$ cat config.mk
export PLATFORM = sky130hd
export DESIGN_NAME = red_pitaya_iq_sweep_sequencer_flat
export DESIGN_NICKNAME = d
export VERILOG_FILES = /design/src/rtl/red_pitaya_iq_sweep_sequencer_pkg.sv /design/src/rtl/red_pitaya_iq_sweep_sequencer_if.sv /design/src/rtl/red_pitaya_iq_sweep_sequencer_iq_bus_master.sv /design/src/rtl/red_pitaya_iq_sweep_sequencer.sv /design/src/flat_wrapper.sv
export SDC_FILE = /design/constraint.sdc
export NUM_CORES = 1
export LEC_CHECK = 0
export ABC_CLOCK_PERIOD_IN_PS = 4400
export BUFFER_PORTS_ARGS = -buffer_cell sky130_fd_sc_hd__buf_2
export CORE_MARGIN = 1
export CORE_UTILIZATION = 45
export DETAILED_ROUTE_END_ITERATION = 12
export HOLD_SLACK_MARGIN = 0.02
export PLACE_DENSITY_LB_ADDON = 0.08
export REMOVE_ABC_BUFFERS = 1
export SETUP_SLACK_MARGIN = 0.02
export SLEW_MARGIN = 30
export SYNTH_ARGS = -nofsm -noshare
export SYNTH_HDL_FRONTEND = slang
export SYNTH_SLANG_ARGS = --single-unit
export TNS_END_PERCENT = 20
$ cat constraint.sdc
create_clock -name clk_i -period 4.4 [get_ports clk_i]
set_clock_uncertainty 0.05 [all_clocks]
set_input_delay 0.88 -clock clk_i [delete_from_list [all_inputs] [get_ports clk_i]]
set_output_delay 0.88 -clock clk_i [all_outputs]
set_load 0.01 [all_outputs]
$ cat src/rtl/red_pitaya_iq_sweep_sequencer_pkg.sv
// Shared constants and types for the IQ frequency-sweep sequencer.
// Covers the IQ block register map, the sum-word busy flag and the sequencer states.
package red_pitaya_iq_sweep_sequencer_pkg;

    localparam logic [15:0] IQ_ADDR_FREQ = 16'h0108;
    localparam logic [15:0] IQ_ADDR_I_LO = 16'h0140;
    localparam logic [15:0] IQ_ADDR_I_HI = 16'h0144;
    localparam logic [15:0] IQ_ADDR_Q_LO = 16'h0148;
    localparam logic [15:0] IQ_ADDR_Q_HI = 16'h014C;

    localparam int unsigned IQ_BUSY_BIT = 31;

    typedef enum logic [2:0] {
        ST_IDLE,
        ST_WR_FREQ,
        ST_WR_ACK,
        ST_POLL,
        ST_POLL_ACK,
        ST_RD,
        ST_RD_ACK,
        ST_PUSH
    } sweep_state_t;

    // Sum word k (0..3) lives at I_LO + 4*k.
    function automatic logic [15:0] sum_addr(input logic [1:0] k);
        return IQ_ADDR_I_LO + {12'd0, k, 2'b00};
    endfunction

endpackage

$ cat src/rtl/red_pitaya_iq_sweep_sequencer_if.sv
// Register-port bus between the sweep sequencer (master) and the IQ block (slave).
interface red_pitaya_iq_sweep_sequencer_if;
    import red_pitaya_iq_sweep_sequencer_pkg::*;

    logic [15:0] addr;
    logic        wen;
    logic        ren;
    logic [31:0] wdata;
    logic        ack;
    logic [31:0] rdata;

    modport master (output addr, wen, ren, wdata, input ack, rdata);
    modport slave  (input addr, wen, ren, wdata, output ack, rdata);

endinterface

$ cat src/rtl/red_pitaya_iq_sweep_sequencer_iq_bus_master.sv
// Single-transaction engine: drives one strobe cycle, then watches for the ack
// and flags a timeout when it does not arrive within ACK_TIMEOUT wait cycles.
module iq_bus_master
    import red_pitaya_iq_sweep_sequencer_pkg::*;
#(
    parameter int unsigned ACK_TIMEOUT = 15
) (
    input  logic        clk_i,
    input  logic        rstn_i,
    input  logic        issue_i,
    input  logic        wr_i,
    input  logic [15:0] addr_i,
    input  logic [31:0] wdata_i,
    input  logic        wait_i,
    output logic        ack_o,
    output logic [31:0] rdata_o,
    output logic        timeout_o,
    red_pitaya_iq_sweep_sequencer_if.master bus
);

    localparam int unsigned CW = $clog2(ACK_TIMEOUT + 1);

    logic [CW-1:0] cnt_q;

    assign bus.wen   = issue_i & wr_i;
    assign bus.ren   = issue_i & ~wr_i;
    assign bus.addr  = issue_i ? addr_i : '0;
    assign bus.wdata = (issue_i & wr_i) ? wdata_i : '0;

    // Acks outside a wait state are ignored.
    assign ack_o     = wait_i & bus.ack;
    assign rdata_o   = bus.rdata;
    assign timeout_o = wait_i & ~bus.ack & (cnt_q == CW'(ACK_TIMEOUT - 1));

    always_ff @(posedge clk_i) begin
        if (!rstn_i || !wait_i || bus.ack) begin
            cnt_q <= '0;
        end else if (!timeout_o) begin
            cnt_q <= cnt_q + CW'(1);
        end
    end

endmodule

$ cat src/rtl/red_pitaya_iq_sweep_sequencer.sv
// Frequency-sweep sequencer: per point writes the IQ frequency, polls for end of
// averaging, reads the split I/Q sums and streams them out with valid/ready.
module red_pitaya_iq_sweep_sequencer
    import red_pitaya_iq_sweep_sequencer_pkg::*;
#(
    parameter int unsigned PHASEBITS   = 32,
    parameter int unsigned NPTBITS     = 16,
    parameter int unsigned ACK_TIMEOUT = 15
) (
    input  logic                 clk_i,
    input  logic                 rstn_i,
    input  logic                 start_i,
    input  logic                 abort_i,
    input  logic [PHASEBITS-1:0] start_freq_i,
    input  logic [PHASEBITS-1:0] step_freq_i,
    input  logic [NPTBITS-1:0]   n_points_i,
    red_pitaya_iq_sweep_sequencer_if.master iq,
    output logic                 res_valid_o,
    input  logic                 res_ready_i,
    output logic [61:0]          res_i_o,
    output logic [61:0]          res_q_o,
    output logic [NPTBITS-1:0]   res_idx_o,
    output logic                 busy_o,
    output logic                 done_o,
    output logic                 err_o
);

    sweep_state_t state_q, state_d;

    logic [PHASEBITS-1:0] freq_q, step_q;
    logic [NPTBITS-1:0]   npts_q, idx_q;
    logic [1:0]           k_q;
    logic [3:0][30:0]     words_q;
    logic                 err_q, done_q;

    logic        issue, wr, wait_ack, ack, timeout;
    logic [15:0] addr;
    logic [31:0] rdata;
    logic        accept_start, handshake, last;

    assign accept_start = (state_q == ST_IDLE) & start_i & ~abort_i;
    assign handshake    = (state_q == ST_PUSH) & res_ready_i & ~abort_i;
    assign last         = (idx_q == npts_q - NPTBITS'(1));

    iq_bus_master #(.ACK_TIMEOUT(ACK_TIMEOUT)) u_bus (
        .clk_i     (clk_i),
        .rstn_i    (rstn_i),
        .issue_i   (issue),
        .wr_i      (wr),
        .addr_i    (addr),
        .wdata_i   (32'(freq_q)),
        .wait_i    (wait_ack),
        .ack_o     (ack),
        .rdata_o   (rdata),
        .timeout_o (timeout),
        .bus       (iq)
    );

    always_ff @(posedge clk_i) begin
        if (!rstn_i) state_q <= ST_IDLE;
        else         state_q <= state_d;
    end

    always_comb begin
        state_d  = state_q;
        issue    = 1'b0;
        wr       = 1'b0;
        addr     = '0;
        wait_ack = 1'b0;
        case (state_q)
            ST_IDLE: if (start_i && n_points_i != '0) state_d = ST_WR_FREQ;
            ST_WR_FREQ: begin
                issue   = 1'b1;
                wr      = 1'b1;
                addr    = IQ_ADDR_FREQ;
                state_d = ST_WR_ACK;
            end
            ST_WR_ACK: begin
                wait_ack = 1'b1;
                if (ack)          state_d = ST_POLL;
                else if (timeout) state_d = ST_IDLE;
            end
            ST_POLL: begin
                issue   = 1'b1;
                addr    = IQ_ADDR_I_LO;
                state_d = ST_POLL_ACK;
            end
            ST_POLL_ACK: begin
                wait_ack = 1'b1;
                if (ack)          state_d = rdata[IQ_BUSY_BIT] ? ST_POLL : ST_RD;
                else if (timeout) state_d = ST_IDLE;
            end
            ST_RD: begin
                issue   = 1'b1;
                addr    = sum_addr(k_q);
                state_d = ST_RD_ACK;
            end
            ST_RD_ACK: begin
                wait_ack = 1'b1;
                if (ack)          state_d = (k_q == 2'd3) ? ST_PUSH : ST_RD;
                else if (timeout) state_d = ST_IDLE;
            end
            ST_PUSH: if (res_ready_i) state_d = last ? ST_IDLE : ST_WR_FREQ;
            default: state_d = ST_IDLE;
        endcase
        // Abort wins over everything, and also suppresses this cycle's strobe.
        if (abort_i) begin
            state_d = ST_IDLE;
            issue   = 1'b0;
        end
    end

    always_ff @(posedge clk_i) begin
        if (!rstn_i) begin
            freq_q  <= '0;
            step_q  <= '0;
            npts_q  <= '0;
            idx_q   <= '0;
            k_q     <= '0;
            words_q <= '0;
            err_q   <= 1'b0;
            done_q  <= 1'b0;
        end else begin
            done_q <= 1'b0;
            if (accept_start) begin
                freq_q <= start_freq_i;
                step_q <= step_freq_i;
                npts_q <= n_points_i;
                idx_q  <= '0;
                err_q  <= 1'b0;
                done_q <= (n_points_i == '0);
            end
            if (!abort_i) begin
                if (state_q == ST_POLL_ACK && ack && !rdata[IQ_BUSY_BIT]) begin
                    words_q[0] <= rdata[30:0];
                    k_q        <= 2'd1;
                end
                if (state_q == ST_RD_ACK && ack) begin
                    words_q[k_q] <= rdata[30:0];
                    k_q          <= k_q + 2'd1;
                end
                if (timeout) err_q <= 1'b1;
            end
            if (handshake) begin
                if (last) begin
                    done_q <= 1'b1;
                end else begin
                    freq_q <= freq_q + step_q;
                    idx_q  <= idx_q + NPTBITS'(1);
                end
            end
        end
    end

    assign res_valid_o = (state_q == ST_PUSH) & ~abort_i;
    assign res_i_o     = {words_q[1], words_q[0]};
    assign res_q_o     = {words_q[3], words_q[2]};
    assign res_idx_o   = idx_q;
    assign busy_o      = (state_q != ST_IDLE);
    assign done_o      = done_q;
    assign err_o       = err_q;

endmodule

$ cat src/flat_wrapper.sv
// flat-port wrapper written by rule: the top's interface ports become plain ports
module red_pitaya_iq_sweep_sequencer_flat import red_pitaya_iq_sweep_sequencer_pkg::*;
#(
    parameter int unsigned PHASEBITS   = 32,
    parameter int unsigned NPTBITS     = 16,
    parameter int unsigned ACK_TIMEOUT = 15
)
  (clk_i, rstn_i, start_i, abort_i, start_freq_i, step_freq_i, n_points_i, res_valid_o, res_ready_i, res_i_o, res_q_o, res_idx_o, busy_o, done_o, err_o, iq_addr, iq_wen, iq_ren, iq_wdata, iq_ack, iq_rdata);
  red_pitaya_iq_sweep_sequencer_if iq_i ();
  input  logic clk_i;
  input  logic rstn_i;
  input  logic start_i;
  input  logic abort_i;
  input  logic [PHASEBITS-1:0] start_freq_i;
  input  logic [PHASEBITS-1:0] step_freq_i;
  input  logic [NPTBITS-1:0] n_points_i;
  output logic res_valid_o;
  input  logic res_ready_i;
  output logic [61:0] res_i_o;
  output logic [61:0] res_q_o;
  output logic [NPTBITS-1:0] res_idx_o;
  output logic busy_o;
  output logic done_o;
  output logic err_o;
  output wire logic [$bits(iq_i.addr)-1:0] iq_addr;
  output wire logic [$bits(iq_i.wen)-1:0] iq_wen;
  output wire logic [$bits(iq_i.ren)-1:0] iq_ren;
  output wire logic [$bits(iq_i.wdata)-1:0] iq_wdata;
  input wire logic [$bits(iq_i.ack)-1:0] iq_ack;
  input wire logic [$bits(iq_i.rdata)-1:0] iq_rdata;
  assign iq_addr = iq_i.addr;
  assign iq_wen = iq_i.wen;
  assign iq_ren = iq_i.ren;
  assign iq_wdata = iq_i.wdata;
  assign iq_i.ack = iq_ack;
  assign iq_i.rdata = iq_rdata;
  red_pitaya_iq_sweep_sequencer #(.PHASEBITS(PHASEBITS), .NPTBITS(NPTBITS), .ACK_TIMEOUT(ACK_TIMEOUT)) u_core (.clk_i(clk_i), .rstn_i(rstn_i), .start_i(start_i), .abort_i(abort_i), .start_freq_i(start_freq_i), .step_freq_i(step_freq_i), .n_points_i(n_points_i), .iq(iq_i), .res_valid_o(res_valid_o), .res_ready_i(res_ready_i), .res_i_o(res_i_o), .res_q_o(res_q_o), .res_idx_o(res_idx_o), .busy_o(busy_o), .done_o(done_o), .err_o(err_o));
endmodule
# Word-level counts from Yosys, hierarchy flattened
# Index checks and enable logic that the tools add are counted.
# W data, S select, Z words.
[word_totals]
reg_bits = 231
in_bits = 118
latchBits = 0
romBits = 0
word_cells = 106
ramBits = 0
output_inout_bits = 194
mem_count = 0
[classes]
eq_ne = 12
reduce_logical = 21
magnitude_cmp = 2
multipliers = 0
div = 0
mux = 38
bitwise = 14
addsub = 6
shifts = 0
[op_table]
columns = ["operator", "count"]
rows = [
  ["$mux W31", 5],
  ["$mux W32", 4],
  ["$bwmux W124", 1],
  ["$mux W16", 4],
  ["$demux W31 S2", 1],
  ["$pmux W16 S3", 1],
  ["$add A32 B32 Y32", 1],
  ["$pmux W3 S8", 1],
  ["$mux W3", 7],
  ["$add A16 B1 Y16 const B", 1],
  ["$eq A16 B16 Y1", 1],
  ["$logic_not A16 Y1", 1],
  ["$reduce_bool A16 Y1", 1],
  ["$sub A16 B1 Y16 const B", 1],
  ["$eq A3 B3 Y1 const B", 4],
  ["$mux W1", 11],
  ["$add A9 B4 Y10 const A", 1],
  ["$and A1 B1 Y1", 10],
  ["$eq A3 B2 Y1 const B", 2],
  ["$mux W2", 3],
  ["$reduce_and A2 Y1", 3],
  ["$reduce_or A3 Y1", 2],
  ["$logic_and A1 B1 Y1", 5],
  ["$add A4 B1 Y4 const B", 1],
  ["14 further kinds", 21],
]

# Depth between registers and ports, before layout
# Gate-level depths: netlist of the first run.
[depth]
word_depth = 11
depth_mapped = 12
ltp_nobuf = 11

# Cells and area by module
# Synthesis of the first run repeated with hierarchy kept, for this count alone.
[unflattened]
cells_unflattened = 1576
area_unflattened_um2 = 12111.6
[by_module_without_submodules]
columns = ["module", "area_per_inst_um2", "cells_each", "seq_area_each_um2", "instances"]
rows = [
  ["red_pitaya_iq_sweep_sequencer", 11295.8, 1463, 4544.4, 1],
  ["iq_bus_master", 815.8, 113, 80.1, 1],
]

# Worst setup path before layout of the first run
# OpenSTA, ideal clock, no wires.
[synth_path]
kind = "input to output"
startpoint = "input port abort_i"
endpoint = "output port iq_wdata[22]"
slack_ns = 1.614
required_time_ns = 3.470
cell_stages = 5
path_buffers = 2
t_arrival_ns = 1.856
path_cell_list = "nand2b_1 > clkbuf_1 > nor2_1 > clkbuf_1 > and2_1"
[synth_between]
elab_chain_len = 3
[synth_rtl]
columns = ["element", "line", "rtl"]
rows = [
  ["start, declared", "flat_wrapper.sv:13", "input logic abort_i;"],
  ["$mux W1", "red_pitaya_iq_sweep_sequencer.sv:107", "if (abort_i) begin"],
  ["$and A1 B1 Y1", "--", ""],
  ["net iq_wen", "flat_wrapper.sv:26", "output wire logic [$bits(iq_i.wen)-1:0] iq_wen;"],
  ["$mux W32", "red_pitaya_iq_sweep_sequencer_iq_bus_master.sv:28", "assign bus.wdata = (issue_i & wr_i) ? wdata_i : '0;"],
  ["end, declared", "flat_wrapper.sv:28", "output wire logic [$bits(iq_i.wdata)-1:0] iq_wdata;"],
]
# The timed path passes the listed nets, and every way through them passes these cells.

# Worst setup path after layout of the first run
[layout_path]
startpoint = "register u_core.npts_q[0]"
endpoint = "register u_core.freq_q[22]"
[layout_between]
elab_chain_len = 4
[layout_rtl]
columns = ["element", "line", "rtl"]
rows = [
  ["start, declared", "red_pitaya_iq_sweep_sequencer.sv:31", "logic [NPTBITS-1:0] npts_q, idx_q;"],
  ["start signal, assigned", "red_pitaya_iq_sweep_sequencer.sv:128", "npts_q <= n_points_i;"],
  ["$sub A16 B1 Y16", "red_pitaya_iq_sweep_sequencer.sv:43", "assign last = (idx_q == npts_q - NPTBITS'(1));"],
  ["$eq A16 B16 Y1", "red_pitaya_iq_sweep_sequencer.sv:43", ""],
  ["$mux W32", "red_pitaya_iq_sweep_sequencer.sv:145", "if (last) begin"],
  ["$mux W32", "red_pitaya_iq_sweep_sequencer.sv:144", "if (handshake) begin"],
  ["end signal, assigned", "red_pitaya_iq_sweep_sequencer.sv:126", "freq_q <= start_freq_i;"],
  ["end signal, assigned", "red_pitaya_iq_sweep_sequencer.sv:148", "freq_q <= freq_q + step_q;"],
  ["end, declared", "red_pitaya_iq_sweep_sequencer.sv:30", "logic [PHASEBITS-1:0] freq_q, step_q;"],
]
# No other way between the ends.
# A chain may end at the register's enable or synchronous reset.

==> summary.txt, run 1 <==
Status
  – Status: completed

Critical path
  – Reg-to-reg setup timing slack: 890 ps
  – Worst reg2reg path startpoint: u_core.npts_q[0]
  – Crit path from: u_core.npts_q[0]
  – Critical Path RT: 4720 ps
  – Worst EP arrival: 3830 ps
  – WS Path Type: reg -> reg
  – CP max FO: 27
  – Critical path endpoint category: flop
  – Startpoint class of the critical path: flop

Global routing
  – Total track usage: 24.62%
  – Initial antenna violation count: 4
  – Global-route wire length before repair: 52850 um
  – Number of global-route vias before repair: 9933
  – Largest net degree at the start of global routing: 97
  – Grt ovf: 0

Logic synthesis
  – Cell count after synthesis: 1504
  – Syn. warnings: 0
  – EDFF count, synth: 0
  – Mapped Area: 11650 sq um
  – Async set-or-reset flop fraction in the synthesized netlist: 0%
  – Ys flop type: dfxtp_1
  – Yosys reg bits: 231
  – Post-synth cell types: 76
  – Avg Inst Size Synth: 7.749 sq um
  – Seq/Total Area, Yosys: 39.68%

Finish
  – Nets: 1902
  – Commonest non-fill, non-tap cell in the layout: nand2_1
  – Post-route design area: 14110 sq um
  – Commonest cells after routing, fill and taps aside: 424 x nand2_1, 299 x buf_2, 231 x dfxtp_1
  – Share of cells above drive strength 1: 22.40%
  – Layout area overhead: 21.09%
  – Non-filler cells, final: 2096

Routing
  – Post-route ant nets: 0
  – Drt pass-1 iters: 5
  – Via count: 11.13k
  – Wire per inst: 16.04 um
  – Detailed Route WL: 33630 um
  – Initial DRC Count: 679
  – Remaining DRCs: 0
  – DR vias/cell: 5.309

Placed design
  – GP Congestion: 0.9026
  – I/O Buffers: 299
  – DP HPWL: 23040 um
  – Placed Area: 13240 sq um
  – DP Cell Count: 2047
  – Pre-CTS WS: 837.0 ps

Clock network
  – CTS Buffer Depth: 3
  – Hold_buf cts: 0
  – Worst-path clk slew: 60 ps
  – Clock sink total: 231
  – Num CTS Buffers: 25
  – CTS tree: built
  – Root Driver: clkbuf_16
  – Worst-Skew Late Latency: 530 ps
  – CTS H-tree lvls: 1
  – CTS resizes: 0
  – Post-CTS Setup Bufs: 0

Min path
  – Hold_sp: u_core.res_i_o[35]
  – Hold Path Class: reg -> reg

Power and ir drop
  – Pwr Density: 335.5 nW/um^2
  – Total power: 4735 uW
  – Leakage: 0.006066 uW
  – Peak VDD IR: 0.2796 mV

Die
  – Starting density of the core: 46.02%
  – Die Wd: 162.9 um
  – Die H: 162.9 um
  – Core Region: 25330 sq um
  – Row cnt: 58
  – IO Pins: 312
  – Die area: 26550 sq um

Timing
  – FMAX: 284.8 MHz
  – Final hold violation count: 0
  – # setup viols final: 0
  – Worst-margin pin slew: 902.0 ps
  – Rel. slew slack: 39.87%
  – Final slew viol count: 0
  – Unrepaired setup endpoints after global routing: no
  – Fin crit share: 79.81%
  – Crit path time final: 3512 ps
  – Worst setup margin: 888.3 ps

Run
  – Max_cap viols: 0
## power by group
part	leakage [uW]	internal, uW	switching (uW)	total [uW]
clock network	0.000432	1300	866	2170
registers	0.00187	2130	36.6	2160
logic	0.00377	163	240	403
total	0.00607	3590	1140	4730
## flip-flops by register name (all words and copies together), names as in the netlist, 3 cells and up
register	flops
u_core.res_i_o	62
u_core.res_q_o	62
u_core.freq_q	32
u_core.step_q	32
u_core.npts_q	16
u_core.res_idx_o	16
u_core.u_bus.cnt_q	4
u_core.state_q	3
## worst paths after layout
kind / to / cells after the start
setup / recovery: u_core.freq_q[22] / 11
hold / removal: u_core.res_i_o[35] / 2
setup reg to reg: u_core.freq_q[22] / 11
hold reg to reg: u_core.res_i_o[35] / 2
## worst max-delay path, stage by stage, from the launching register on
cell and delay, ps:
dfxtp_1 430, inv_1 70, ha_1 230, nor2b_1 170
and3_1 220, o21ai_0 160, or3b_2 480, a2111oi_2 370
nand2_1 110, buf_4 230, nand2_2 590, a311oi_2 210
## logic make-up (layout without fill, tap and decap cells)
kind of cell | count (synthesis) | in the layout | synth area share, %
compound gates | 381 | 381 | 20.60
xor+xnor | 51 | 51 | 3.833
fa+ha+maj | 40 | 40 | 4.359
buf+inv | 132 | 380 | 5.153
flops | 231 | 231 | 39.68
mux | 14 | 14 | 1.202
other cells | 1 | 15 | 0.03218
simple gates | 654 | 654 | 25.14
## cell type report
class,count,area (sq um)
antenna,3,7.507
clock buffer,37,750.7
clock inverter,9,110.1
fill,2469,11210
inverter,17,68.82
multi-input combinational,1152,6482
sequential,231,4624
tap,330,412.9
timing repair buffer,317,1657
## metrics by stage
stage,util [%],TNS (ps),hold slack [ps]
global placement,52.28,0,389.4
global route,55.72,0,413.7
floorplan,-,-156720,390.6
finish,55.73,0,399.4
detailed placement,52.28,0,393.7
CTS,55.68,0,402.5
## routing by layer
metal | track usage (%) | share of wire [%]
met1 | 33.84 | 47
met2 | 39.32 | 45
met3 | 4.176 | 5.6
met4 | 7.264 | 2.6
met5 | 0 | 0.039
## synthesized netlist by cell type (3+ instances only)
master	n	area (sq um)
a21oi_1	223	1116
clkbuf_1	80	300.3
and2_1	37	231.5
nor3b_1	8	60.06
nor2b_1	7	43.79
o21a_1	8	60.06
nand2b_1	14	87.58
a311oi_2	14	210.2
nor4b_1	4	35.03
buf_2	5	25.02
nand4_1	6	37.54
dfxtp_1	231	4624
or3_1	5	31.28
a21o_1	16	120.1
buf_4	15	112.6
a211oi_1	7	52.55
a31oi_1	11	68.82
a211o_1	5	43.79
buf_8	3	45.04
ha_1	39	488.0
o31ai_1	3	22.52
o211ai_1	11	82.58
o22ai_1	3	18.77
o221ai_1	3	26.28
nand2_1	424	1592
o21ai_0	27	135.1
xor2_1	18	157.7
inv_1	16	60.06
o21ai_1	7	35.03
nand3b_1	4	30.03
o2111ai_1	4	35.03
a311oi_1	8	70.07
and3_1	15	93.84
nor3_1	35	175.2
mux2i_1	14	140.1
a2111oi_0	4	35.03
xnor2_1	33	289.0
nand3_1	25	125.1
or2_2	4	25.02
o211a_1	10	100.1
nor4_1	8	50.05
buf_1	10	37.54
nor2_1	41	153.9
(Power assumes the default switching activity.)
==> run 2: changes to the inputs <==
--- a/config.mk
+++ b/config.mk
@@ -5,7 +5,7 @@
 export SDC_FILE = /design/constraint.sdc
 export NUM_CORES = 1
 export LEC_CHECK = 0
-export ABC_CLOCK_PERIOD_IN_PS = 4400
+export ABC_CLOCK_PERIOD_IN_PS = 2900
 export BUFFER_PORTS_ARGS = -buffer_cell sky130_fd_sc_hd__buf_2
 export CORE_MARGIN = 1
 export CORE_UTILIZATION = 45
==> constraint.sdc (replaced) <==
create_clock -name clk_i -period 2.9 [get_ports clk_i]
set_clock_uncertainty 0.05 [all_clocks]
set_input_delay 0.58 -clock clk_i [delete_from_list [all_inputs] [get_ports clk_i]]
set_output_delay 0.58 -clock clk_i [all_outputs]
set_load 0.01 [all_outputs]
==> run 2 against run 1 <==
Global-route usage increased by 0.49 points. Sequential share of layout area decreased by 0.69 points. Via count increased by 2.8%. Critical path depth decreased by 6. Design area increased by 2.2%. Critical path type is now reg -> out. Critical endpoint is now iq_wdata[24]. Highest routed layer unchanged.
==> summary.txt, run 2 (synthesis gave the netlist of run 1 again) <==
Status
  – Status: completed

Critical path
  – Critical Path RT: 2270 ps
  – Max stage delay on crit path: 490 ps
  – Worst EP arrival: 2150 ps
  – Reg-to-reg setup timing slack: 140 ps
  – R2R Path End: u_core.freq_q[28]
  – WS Path Type: reg -> out
  – CP Cell Sequence: nand2b_1 > nor2_2 > buf_12 > and2_1 > buf_2
  – Worst reg2reg path startpoint: u_core.step_q[0]
  – Startpoint class of the critical path: flop
  – Crit path from: u_core.state_q[0]
  – Slowest CP cell: dfxtp_1
  – CP max FO: 32
  – R2R depth: 12
  – Critical path endpoint category: primary output

Timing
  – Final hold violation count: 0
  – Setup tns final: 0 ps
  – # setup viols final: 0
  – Crit path time final: 2781 ps
  – Fin crit share: 95.88%
  – Unrepaired setup endpoints after global routing: no
  – Worst-margin pin slew: 596.4 ps
  – Final slew viol count: 0
  – Rel. slew slack: 60.24%
  – FMAX: 359.6 MHz

Finish
  – Utilization after layout: 56.94%
  – Fillers: 2464
  – Share of cells above drive strength 1: 23.67%
  – Commonest cells after routing, fill and taps aside: 424 x nand2_1, 299 x buf_2, 230 x dfxtp_1
  – Commonest non-fill, non-tap cell in the layout: nand2_1
  – Nets: 1929
  – Layout area overhead: 23.73%

Placed design
  – DP HPWL: 23980 um
  – GP Congestion: 0.9109
  – I/O Buffers: 299

Routing
  – Remaining DRCs: 0
  – Initial DRC Count: 642
  – Drt pass-1 iters: 7
  – Post-route ant nets: 0
  – DR vias/cell: 5.395
  – Detailed Route WL: 35220 um
  – Wire per inst: 16.61 um
  – Via count: 11.44k

Global routing
  – GRT busiest layer: met2
  – Total track usage: 25.11%
  – Global-route wire length before repair: 53960 um
  – Grt ovf: 0
  – Met1 usage: 33.34%
  – Largest net degree at the start of global routing: 82
  – M3 GR Usage: 4.456%
  – Number of global-route vias before repair: 10.30k
  – Met2 Usage GRT: 40.66%
  – Initial antenna violation count: 4

Clock network
  – Root Driver: clkbuf_16
  – CTS Buffer Depth: 3
  – Worst-Skew Late Latency: 520 ps
  – Worst-path clk slew: 60 ps
  – Num CTS Buffers: 27
  – CTS H-tree lvls: 1
  – Clock sink total: 231
  – Hold_buf cts: 0
  – CTS tree: built

Power and ir drop
  – Combinational fraction of design power: 9.4%
  – Switching share of power: 24.42%
  – Peak VDD IR: 0.5579 mV
  – Pint: 5392 uW
  – Pwr Density: 494.8 nW/um^2
  – Sw power: 1742 uW
  – Clk pwr share: 44.6%
  – Leakage: 0.006219 uW
  – Sequential power share: 46.0%

Die
  – Core Region: 25330 sq um
  – Die area: 26550 sq um
  – Starting density of the core: 46.02%
  – Die Wd: 162.9 um
  – IO Pins: 312
  – Row cnt: 58
  – Die H: 162.9 um

Min path
  – Worst Hold Path Cells: 3
  – Hold Path Class: in -> reg
  – Hold Path Sink: u_core.step_q[16]
  – Hold_sp: step_freq_i[16]

Run
  – Max_cap viols: 0
run 2: cell types whose count changed in the layout (fill, tap and decap cells not counted), moves of 2 or more:
cell / before / now
buf_4: 16 / 33
clkinv_2: 6 / 4
o21ai_1: 6 / 9
clkbuf_1: 4 / 9
buf_12: 2 / 8
clkbuf_8: 8 / 4
o21ai_0: 27 / 25
clkbuf_16: 25 / 28
run 2: critical path, delay by kind of cell (launching register included):
kind	cells	cell delay, ps
AND/OR/NAND/NOR	3	780
buffers and inverters	2	340
flip-flops	1	490
run 2: final cells by class:
type	count	area [sq um]	area share, %
Multi-Input combinational cell	1152	6550	45.42
Sequential cell	231	4626	32.08
Clock buffer	40	764.5	5.302
Inverter	17	68.82	0.4772
Tap cell	330	412.9	2.863
Antenna cell	3	7.507	0.05206
Clock inverter	5	50.05	0.3471
Timing Repair Buffer	342	1941	13.46
run 2: metal layers:
metal | wire [um] | vias up
met5 | 12 | -
met4 | 1082 | 2
met3 | 2213 | 67
met2 | 16240 | 362
met1 | 15670 | 5312
li1 | - | 5694
run 2: worst max-delay path by stage:
stage	cells after the start	to
finish	5	iq_wdata[24]
global route	11	u_core.res_idx_o[14]
CTS	11	u_core.freq_q[4]
global placement	12	u_core.freq_q[28]
floorplan	4	u_core.freq_q[13]
detailed placement	12	u_core.freq_q[28]
run 2: power groups by stage:
stage	registers, uW	logic [uW]	clock network (uW)
after global placement	3340	641	0
after detailed placement	3350	646	0
final	3280	671	3190
after global routing	3280	738	3360
after floorplan	3330	395	0
after CTS	3280	652	3240
run 2: per-stage QoR:
step | std cells | power [uW] | hold slack, ps | instance area, sq um | worst slack (ps)
2_1_floorplan | 1400 | 3728 | 390.6 | 11160 | -3764
3_3_place_gp | 2070 | 3985 | 388.5 | 13490 | 75.27
3_5_place_dp | 2070 | 3992 | 393.5 | 13490 | -51.74
4_1_cts | 2115 | 7169 | 223.5 | 14310 | 24.76
5_1_grt | 2119 | 7383 | 236.3 | 14420 | 21.38
6_report | 2120 | 7134 | 241.1 | 14420 | 119.4
run 2: what timing repair did:
action	4_1_cts	5_1_grt
gates cloned	0	1
setup buffers	0	1
endpoints found under the hold margin	0	0
resized for setup	2	16
endpoints found under the setup margin	5	47
pin swaps	0	4
==> run 3: changes to the inputs <==
--- a/config.mk
+++ b/config.mk
@@ -5,10 +5,11 @@
 export SDC_FILE = /design/constraint.sdc
 export NUM_CORES = 1
 export LEC_CHECK = 0
-export ABC_CLOCK_PERIOD_IN_PS = 2900
+export ABC_CLOCK_PERIOD_IN_PS = 3250
 export BUFFER_PORTS_ARGS = -buffer_cell sky130_fd_sc_hd__buf_2
 export CORE_MARGIN = 1
 export CORE_UTILIZATION = 45
+export CTS_CLUSTER_SIZE = 30
 export DETAILED_ROUTE_END_ITERATION = 12
 export HOLD_SLACK_MARGIN = 0.02
 export PLACE_DENSITY_LB_ADDON = 0.08
==> constraint.sdc (replaced) <==
create_clock -name clk_i -period 3.25 [get_ports clk_i]
set_clock_uncertainty 0.05 [all_clocks]
set_input_delay 0.65 -clock clk_i [delete_from_list [all_inputs] [get_ports clk_i]]
set_output_delay 0.65 -clock clk_i [all_outputs]
set_load 0.01 [all_outputs]
==> run 3 against run 2 <==
Critical path depth increased by 4. Via count decreased by 1.6%. Cell count decreased by 0.57%. Routed wire length decreased by 1.4%. Critical endpoint is now u_core.freq_q[31]. Largest power group is now the clock network. Highest routed layer is now met4.
==> summary.txt, run 3 (synthesis gave the netlist of run 1 again) <==
Routing
  – Highest metal used: met4
  – Initial DRC Count: 712
  – Post-route ant nets: 0
  – DR vias/cell: 5.336
  – Via count: 11.25k
  – Wire per inst: 16.48 um
  – Routed met3 length: 2214 um
  – Detailed Route WL: 34740 um
  – Routed wl met2: 15990 um
  – Remaining DRCs: 0
  – Wl on met1: 15750 um
  – Drt pass-1 iters: 5

Clock network
  – Worst-Skew Late Latency: 530 ps
  – Worst-path clk slew: 60 ps
  – Hold_buf cts: 0
  – CTS H-tree lvls: 1
  – Root Driver: clkbuf_16
  – CTS Buffer Depth: 3
  – Num CTS Buffers: 26
  – Clock sink total: 231
  – CTS tree: built

Timing
  – Crit path time final: 3014 ps
  – Rel. slew slack: 47.75%
  – Final hold violation count: 0
  – Final slew viol count: 0
  – Worst-margin pin slew: 783.8 ps
  – FMAX: 331.8 MHz
  – # setup viols final: 0
  – Fin crit share: 92.73%
  – Unrepaired setup endpoints after global routing: no

Global routing
  – Total track usage: 25.18%
  – Global-route wire length before repair: 54250 um
  – Initial antenna violation count: 3
  – Largest net degree at the start of global routing: 82
  – Number of global-route vias before repair: 10.31k
  – Grt ovf: 0

Power and ir drop
  – Peak VDD IR: 0.4309 mV
  – Leakage: 0.006158 uW
  – Pwr Density: 463.2 nW/um^2

Die
  – IO Pins: 312
  – Core Region: 25330 sq um
  – Row cnt: 58
  – Die area: 26550 sq um
  – Die Wd: 162.9 um
  – Die H: 162.9 um
  – Starting density of the core: 46.02%

Placed design
  – Placed Area: 13350 sq um
  – I/O Buffers: 299
  – DP HPWL: 23700 um
  – GP Congestion: 0.8724

Critical path
  – CP max FO: 4
  – Worst EP arrival: 3390 ps
  – Critical Path RT: 3620 ps
  – Startpoint class of the critical path: flop
  – WS Path Type: reg -> reg
  – Critical path endpoint category: flop

Finish
  – Register area: 4626 sq um
  – Nets: 1914
  – Commonest cells after routing, fill and taps aside: 424 x nand2_1, 299 x buf_2, 230 x dfxtp_1
  – Share of cells above drive strength 1: 23.21%
  – Multi-input gate area: 6501 sq um
  – Commonest non-fill, non-tap cell in the layout: nand2_1
  – Fillers: 2498
  – Utilization after layout: 56.48%
  – Post-route design area: 14310 sq um
  – Layout area overhead: 22.74%

Run
  – Max_cap viols: 0

Min path
  – Hold Path Class: in -> reg

Status
  – Status: completed
run 3: timing repair:
item | CTS | global route
setup buffers | 0 | 0
resized for setup | 0 | 4
setup endpoints to repair | 0 | 17
run 3: worst paths after layout:
check,start,end,slack (ps),cells after the start
setup / recovery,u_core.step_q[1],u_core.freq_q[31],240,9
hold / removal,step_freq_i[7],u_core.step_q[7],300,3
setup reg to reg,u_core.step_q[1],u_core.freq_q[31],240,9
hold reg to reg,u_core.res_q_o[23],u_core.res_q_o[23],400,2
run 3: area by class of cell:
cell class	instances	area share, %
Antenna cell	3	0.05248
Clock buffer	33	5.152
Clock inverter	14	1.312
Inverter	17	0.4811
Multi-Input combinational cell	1152	45.45
Sequential cell	231	32.34
Tap cell	330	2.886
Timing Repair Buffer	328	12.33
run 3: critical path, stage by stage, from the launching register on:
cell      delay, ps
dfxtp_1         330
ha_1            320
a211o_1         340
a211oi_1        440
o211a_1         280
o31ai_1         120
a211oi_1        500
mux2i_1         270
nor3_1           60
o21a_1          190
run 3: per-layer routing:
layer | track usage (%) | up-vias
met1 | 34.08 | 5183
met3 | 4.074 | 50
li1 | - | 5667
met2 | 41.08 | 349
met5 | 0 | -
met4 | 7.222 | 0
run 3: report_power, final:
| group | switching [uW] | internal [uW] | total (uW) | leakage [uW] |
|---|---|---|---|---|
| clock | 1220 | 1920 | 3140 | 0.000460 |
| combinational | 337 | 225 | 562 | 0.00383 |
| sequential | 44.6 | 2880 | 2930 | 0.00187 |
run 3: stage by stage:
stage	worst slack (ps)	setup TNS [ps]	cells	total power, uW	hold WS, ps
floorplan	-3414	-248720	1400	3327	390.6
global placement	187.4	0	2058	3538	388.7
detailed placement	141.5	0	2058	3541	393.9
CTS	127.8	0	2105	6674	281.8
global route	43.30	0	2107	6855	294.9
finish	236.3	0	2108	6626	302.1
